===== config.mk =====
export PLATFORM = sky130hd
export DESIGN_NAME = accel_mem_req_queue
export DESIGN_NICKNAME = d
export VERILOG_FILES = /design/src/rtl/accel_mem_req_queue.sv
export SDC_FILE = /design/constraint.sdc
export NUM_CORES = 1
export LEC_CHECK = 0
export BUFFER_PORTS_ARGS = -buffer_cell sky130_fd_sc_hd__buf_2
export CAP_MARGIN = 5
export CELL_PAD_IN_SITES_DETAIL_PLACEMENT = 0
export CELL_PAD_IN_SITES_GLOBAL_PLACEMENT = 2
export CORE_AREA = 2 2 445 447
export DETAILED_ROUTE_END_ITERATION = 6
export DIE_AREA = 0 0 447 449
export HOLD_SLACK_MARGIN = 0.02
export PLACE_DENSITY = 0.45
export SYNTH_ARGS = -nofsm -noshare
export SYNTH_HDL_FRONTEND = slang
export SYNTH_SLANG_ARGS = --single-unit

===== constraint.sdc =====
create_clock -name clk -period 2.28 [get_ports clk]
set_clock_uncertainty 0.15 [all_clocks]
set_input_delay 0 -clock clk [delete_from_list [all_inputs] [get_ports clk]]
set_output_delay 0 -clock clk [all_outputs]
set_load 0.02 [all_outputs]

===== src/rtl/accel_mem_req_queue.sv =====
// accel_mem_req_queue: FIFO of accelerator memory requests sitting in front of
// the data-memory arbiter. The CPU always wins the memory port; the head entry
// is offered to the arbiter only in cycles where the CPU is idle. Read results
// come back one cycle after issue with a single-cycle valid strobe, and a
// starvation flag rises when the head has been blocked for STARVE_MAX cycles.
module accel_mem_req_queue #(
  parameter int DEPTH      = 4,   // power of two, at least 2
  parameter int STARVE_MAX = 64
) (
  input  logic                     clk,
  input  logic                     rst,
  // accelerator request side
  input  logic                     req_valid,
  output logic                     req_ready,
  input  logic                     req_wr,
  input  logic [15:0]              req_addr,
  input  logic [31:0]              req_wdata,
  // arbiter side
  input  logic                     cpu_busy,
  output logic [15:0]              mem_addr,
  output logic [31:0]              mem_wrt_data,
  output logic                     mem_wrt_en,
  output logic                     mem_rd_en,
  input  logic [511:0]             mem_rd_data,
  // response and status
  output logic                     rsp_valid,
  output logic [511:0]             rsp_rdata,
  output logic [$clog2(DEPTH):0]   count,
  output logic                     starve
);

  localparam int AW = $clog2(DEPTH);
  localparam int CW = AW + 1;
  localparam int SW = $clog2(STARVE_MAX + 1);

  typedef struct packed {
    logic        wr;
    logic [15:0] addr;
    logic [31:0] wdata;
  } entry_t;

  entry_t          fifo_mem [DEPTH];

  logic [AW-1:0]   wr_ptr_q, wr_ptr_d;
  logic [AW-1:0]   rd_ptr_q, rd_ptr_d;
  logic [CW-1:0]   count_q, count_d;
  logic [SW-1:0]   starve_cnt_q, starve_cnt_d;
  logic            starve_q, starve_d;
  logic            rsp_valid_q, rsp_valid_d;

  logic            full;
  logic            empty;
  logic            push;
  logic            issue;
  entry_t          head;
  entry_t          new_entry;

  // Full/empty come from registered occupancy only, so a pop in the same
  // cycle never opens req_ready combinationally.
  assign full      = (count_q == CW'(DEPTH));
  assign empty     = (count_q == '0);
  assign req_ready = ~full;
  assign push      = req_valid & ~full;

  // The head may go out only when the CPU leaves the port idle; an entry
  // pushed into an empty queue waits one cycle because count_q is still 0.
  assign head      = fifo_mem[rd_ptr_q];
  assign issue     = ~empty & ~cpu_busy;

  assign new_entry = '{wr: req_wr, addr: req_addr, wdata: req_wdata};

  assign mem_addr     = empty ? 16'h0000 : head.addr;
  assign mem_wrt_data = empty ? 32'h0000_0000 : head.wdata;
  assign mem_rd_en    = issue & ~head.wr;
  assign mem_wrt_en   = issue & head.wr;

  // Read data is returned straight from memory; only the strobe is timed here.
  assign rsp_rdata = mem_rd_data;
  assign rsp_valid = rsp_valid_q;
  assign count     = count_q;
  assign starve    = starve_q;

  // Entry storage is data-only and needs no reset; pointers decide validity.
  always_ff @(posedge clk) begin
    if (push) begin
      fifo_mem[wr_ptr_q] <= new_entry;
    end
  end

  // Next-state for pointers, occupancy, response strobe and starvation.
  always_comb begin
    wr_ptr_d     = wr_ptr_q;
    rd_ptr_d     = rd_ptr_q;
    count_d      = count_q;
    starve_cnt_d = starve_cnt_q;
    rsp_valid_d  = issue & ~head.wr;

    if (push) begin
      wr_ptr_d = wr_ptr_q + AW'(1);
    end
    if (issue) begin
      rd_ptr_d = rd_ptr_q + AW'(1);
    end
    count_d = count_q + CW'(push) - CW'(issue);

    // Starvation counts blocked cycles of a pending head and restarts on
    // every successful issue or whenever the queue is empty.
    if (issue || empty) begin
      starve_cnt_d = '0;
    end else if (cpu_busy && (starve_cnt_q != SW'(STARVE_MAX))) begin
      starve_cnt_d = starve_cnt_q + SW'(1);
    end

    starve_d = (starve_cnt_d == SW'(STARVE_MAX));
  end

  // State registers; reset discards queued entries and any pending response.
  always_ff @(posedge clk or posedge rst) begin
    if (rst) begin
      wr_ptr_q     <= '0;
      rd_ptr_q     <= '0;
      count_q      <= '0;
      starve_cnt_q <= '0;
      starve_q     <= 1'b0;
      rsp_valid_q  <= 1'b0;
    end else begin
      wr_ptr_q     <= wr_ptr_d;
      rd_ptr_q     <= rd_ptr_d;
      count_q      <= count_d;
      starve_cnt_q <= starve_cnt_d;
      starve_q     <= starve_d;
      rsp_valid_q  <= rsp_valid_d;
    end
  end

endmodule


==> summary.md <==
| Metric | Value |
|---|---|
| Outcome | `complete, but fails checks` |
| Failing checks | `negative setup slack` |
| Critical path arrival | `2.26 ns` |
| DR vias/cell | `2.302` |
| Switch share | `0.3727` |
| Fin. max-slew vios | `0` |
| Setup Crit Path Kind | `reg2out` |
| WL final | `115400 microns` |
| FF-to-FF Start | `count[2]$_DFF_PP0_` |
| DP Worst Slack | `-0.02582 ns` |
| Worst slew margin | `0.5330` |
| Clock power frac | `0.216` |
| Worst vdd ir | `547.6 uV` |
| # setup viols final | `47` |
| DP Area | `12560 sq um` |
| Worst-skew pair later-pin latency | `0.54 ns` |
| Vias post-DR | `between 8k and 9k` |
| Clk buf depth | `3` |
| Die area | `200700 sq um` |
| Min-delay worst type | `in2async` |
| Critical Path Fanout Max | `8` |
| Min cycle time layout | `2.413 ns` |
| Crit path capture type | `output pin` |
| Slew at the pin with the worst max-slew slack | `0.6998 ns` |
| Post-Syn Instances | `912` |
| CTS tree | `yes` |
| FF+latch count, synth | `212` |
| Hpwl dp | `99130 microns` |
| Final period utilization | `1.058` |
| Number of port buffers | `108` |
| NetSw | `7.157 mW` |
| Most frequent cells in the layout | `dlygate4sd3_1, edfxtp_1, buf_2, mux4_2, buf_4` |
| Simple-gate share of the synthesized area | `0.04081` |
| First DRT Iteration DRCs | `640` |
| Nets@finish | `1733` |
| First-pass GRT wire length | `132800 microns` |
| RePlAce Congestion | `about 0.69` |
| Mapped Area | `12110 sq um` |
| Syn Area/Cell | `13.28 sq um` |
| Largest family of logic cells by synthesized area | `buffers and inverters` |
| Sequential-to-total area share from yosys stat | `0.5190` |
| Cell variety after synth | `32` |
| Final Hold Viols | `0` |
| Root Buffer | `clkbuf_16` |
| Layout overhead on the synthesized area | `65.36%` |
| Commonest non-fill, non-tap cell in the layout | `dlygate4sd3_1` |
| Syn Nets | `around 1.5k` |
| Avg WL per Cell | `29.74 microns` |
| Initial antenna violation count | `185` |
| Mux cell area share after synthesis | `0.09194` |
| R2r setup slk | `-0.07 ns` |
| Number of global-route vias before repair | `8548` |
| Int Pwr | `12.05 mW` |
| Achievable frequency | `slightly above 400 MHz` |
| Clock sinks | `about 210` |
| PwrDens | `958.9 nW/um^2` |
| Die Y | `449 microns` |
| Clock-pin slew on the worst setup and hold paths | `0.06 ns` |
| Num rows | `163` |
| CTS Buf Count | `24` |
| Total GRT Usage | `0.1079` |
| Ys async rst share | `0.07547` |
| Post-route ant nets | `0` |
| Die width | `about 450 microns` |
| Sequential fraction of design power | `0.278` |
| Required time of the critical path | `roughly 2.1 ns` |
| Largest net degree at the start of global routing | `22` |
| H-tree Lvls | `1` |
| Logic pwr share | `0.506` |
| Core Box Area | `slightly below 200000 sq um` |
| Startpoint Class | `flip-flop` |
| Critical Path End | `mem_wrt_data[5]` |
| Drt pass-1 iters | `5` |
| Gr ovfl total | `0` |
| Area share of fa/ha/maj cells after synthesis | `0.009917` |
| Starting density of the core | `0.06173` |
| Leak | `6.537 nW` |
| Synth warn | `0` |
| R2R cell count | `10` |
| Synth Area in XOR/XNOR | `0.006508` |
| Post-synthesis compound-gate area fraction | `0.004132` |
| Max-cap violations | `0` |
| Design Area, Final | `20030 sq um` |
| RR Endpoint | `count[2]$_DFF_PP0_` |
| Ys flop type | `edfxtp_1` |
| RSZ-0062 raised after global routing | `yes` |
| Share of layout cells above drive strength 1 | `0.2685` |
| Top Ports | `1133` |
| Number of flops mapped to enable cells by yosys | `196` |
| Drt drc | `0` |
| Worst setup path start | `count[0]$_DFF_PP0_` |
| Fill cell count | `~22k` |
| Worst Setup Slack, final | `-0.1332 ns` |
repair_timing:
| action | 4_1_cts | 5_1_grt |
|---|---|---|
| cloned | 6 | 1 |
| setup endpoints to repair | 51 | 51 |
| endpoints found under the hold margin | 769 | 0 |
| hold buffers | 576 | 0 |
| pin swaps | 3 | 3 |
| buffers inserted | 15 | 5 |
| resized for setup | 53 | 58 |
registers in the layout (all words and copies together), names as in the netlist:
name and count:
fifo_mem 196, rsp_valid 1, count 3, starve_cnt_q 7
rd_ptr_q 2, wr_ptr_q 2, starve 1
per-layer routing:
metal | up-vias | routed length, microns | global-route usage
met3 | 342 | 14550 | 0.05654
li1 | 3189 | - | -
met4 | 82 | 5331 | 0.04265
met5 | - | 542 | 0
met2 | 941 | 54700 | 0.1795
met1 | 4375 | 40240 | 0.1143
worst min-delay path by stage:
stage | start | endpoint | slack [ns]
floorplan | rst | count[2]$_DFF_PP0_ | -0.24
global placement | mem_rd_data[130] | rsp_rdata[130] | -0.15
detailed placement | mem_rd_data[130] | rsp_rdata[130] | -0.15
CTS | req_wdata[12] | fifo_mem[0][12]$_DFFE_PP_ | 0.02
global route | req_wdata[1] | fifo_mem[0][1]$_DFFE_PP_ | 0.04
finish | rst | starve$_DFF_PP0_ | 0.002
critical path, stage by stage, from the launching register on:
cell and delay, ns:
dfrtp_2 0.42, buf_6 0.12, or3_4 0.50, bufbuf_16 0.34, and2_1 0.14, buf_2 0.16
final cells by class:
| class | count | area (sq um) | share of cell area |
|---|---|---|---|
| clock buffer | 27 | 643.1 | 0.03211 |
| timing repair buffer | 751 | 7398 | 0.3694 |
| tap | 2640 | 3303 | 0.1649 |
| clock inverter | 17 | 195.2 | 0.009746 |
| antenna | 62 | 155.1 | 0.007747 |
| sequential | 212 | 6296 | 0.3144 |
| inverter | 11 | 41.29 | 0.002062 |
| multi-input combinational | 159 | 1996 | 0.09964 |
cells in the mapped netlist, types with 2 or more instances:
| library cell | count | area share |
|---|---|---|
| or3_1 | 2 | 0.0010 |
| o21ai_0 | 2 | 0.00083 |
| ha_1 | 8 | 0.0083 |
| clkbuf_1 | 13 | 0.0040 |
| and3_1 | 5 | 0.0026 |
| inv_1 | 11 | 0.0034 |
| buf_4 | 516 | 0.32 |
| dfrtp_1 | 16 | 0.033 |
| edfxtp_1 | 196 | 0.49 |
| nor2_1 | 7 | 0.0022 |
| xor2_1 | 3 | 0.0022 |
| xnor2_1 | 6 | 0.0043 |
| mux4_2 | 49 | 0.091 |
| and2_1 | 50 | 0.026 |
| a21oi_1 | 2 | 0.00083 |
| nand3_1 | 2 | 0.00083 |
| nor3_1 | 4 | 0.0017 |
| nand2_1 | 6 | 0.0019 |
metrics by stage:
stage / total power, mW / TNS [ns] / std cells / utilization / hold WS [ns]
after floorplan: 10.07 / 0 / 912 / - / -0.2364
after global placement: 11.50 / 0 / 3171 / 0.06403 / -0.1499
after detailed placement: 11.56 / -0.02582 / 3171 / 0.06403 / -0.1499
after CTS: 19.00 / -8.537 / 3812 / 0.1002 / 0.02060
after global routing: 20.06 / -8.384 / 3859 / 0.1018 / 0.03889
final: 19.21 / -3.798 / 3879 / 0.1021 / 0.001638
cells by family (layout without fill, tap and decap cells):
logic type | after synthesis | after routing
buffers and inverters | 541 | 806
DFF | 212 | 212
and+or+nand+nor | 83 | 83
muxes | 50 | 50
adders and majority gates | 9 | 9
xor gates and xnor gates | 9 | 9
AOI/OAI and AO/OA | 8 | 8
other | 0 | 62
power by group through the flow:
stage               Sequential (mW)  Combinational, mW  Clock [mW]
global route                   5.41               10.2        4.40
CTS                            5.36               9.36        4.28
floorplan                      5.39               4.68           0
finish                         5.34               9.72        4.14
detailed placement             5.68               5.88           0
global placement               5.64               5.86           0
Note: power is estimated with default switching activity, not from simulation.
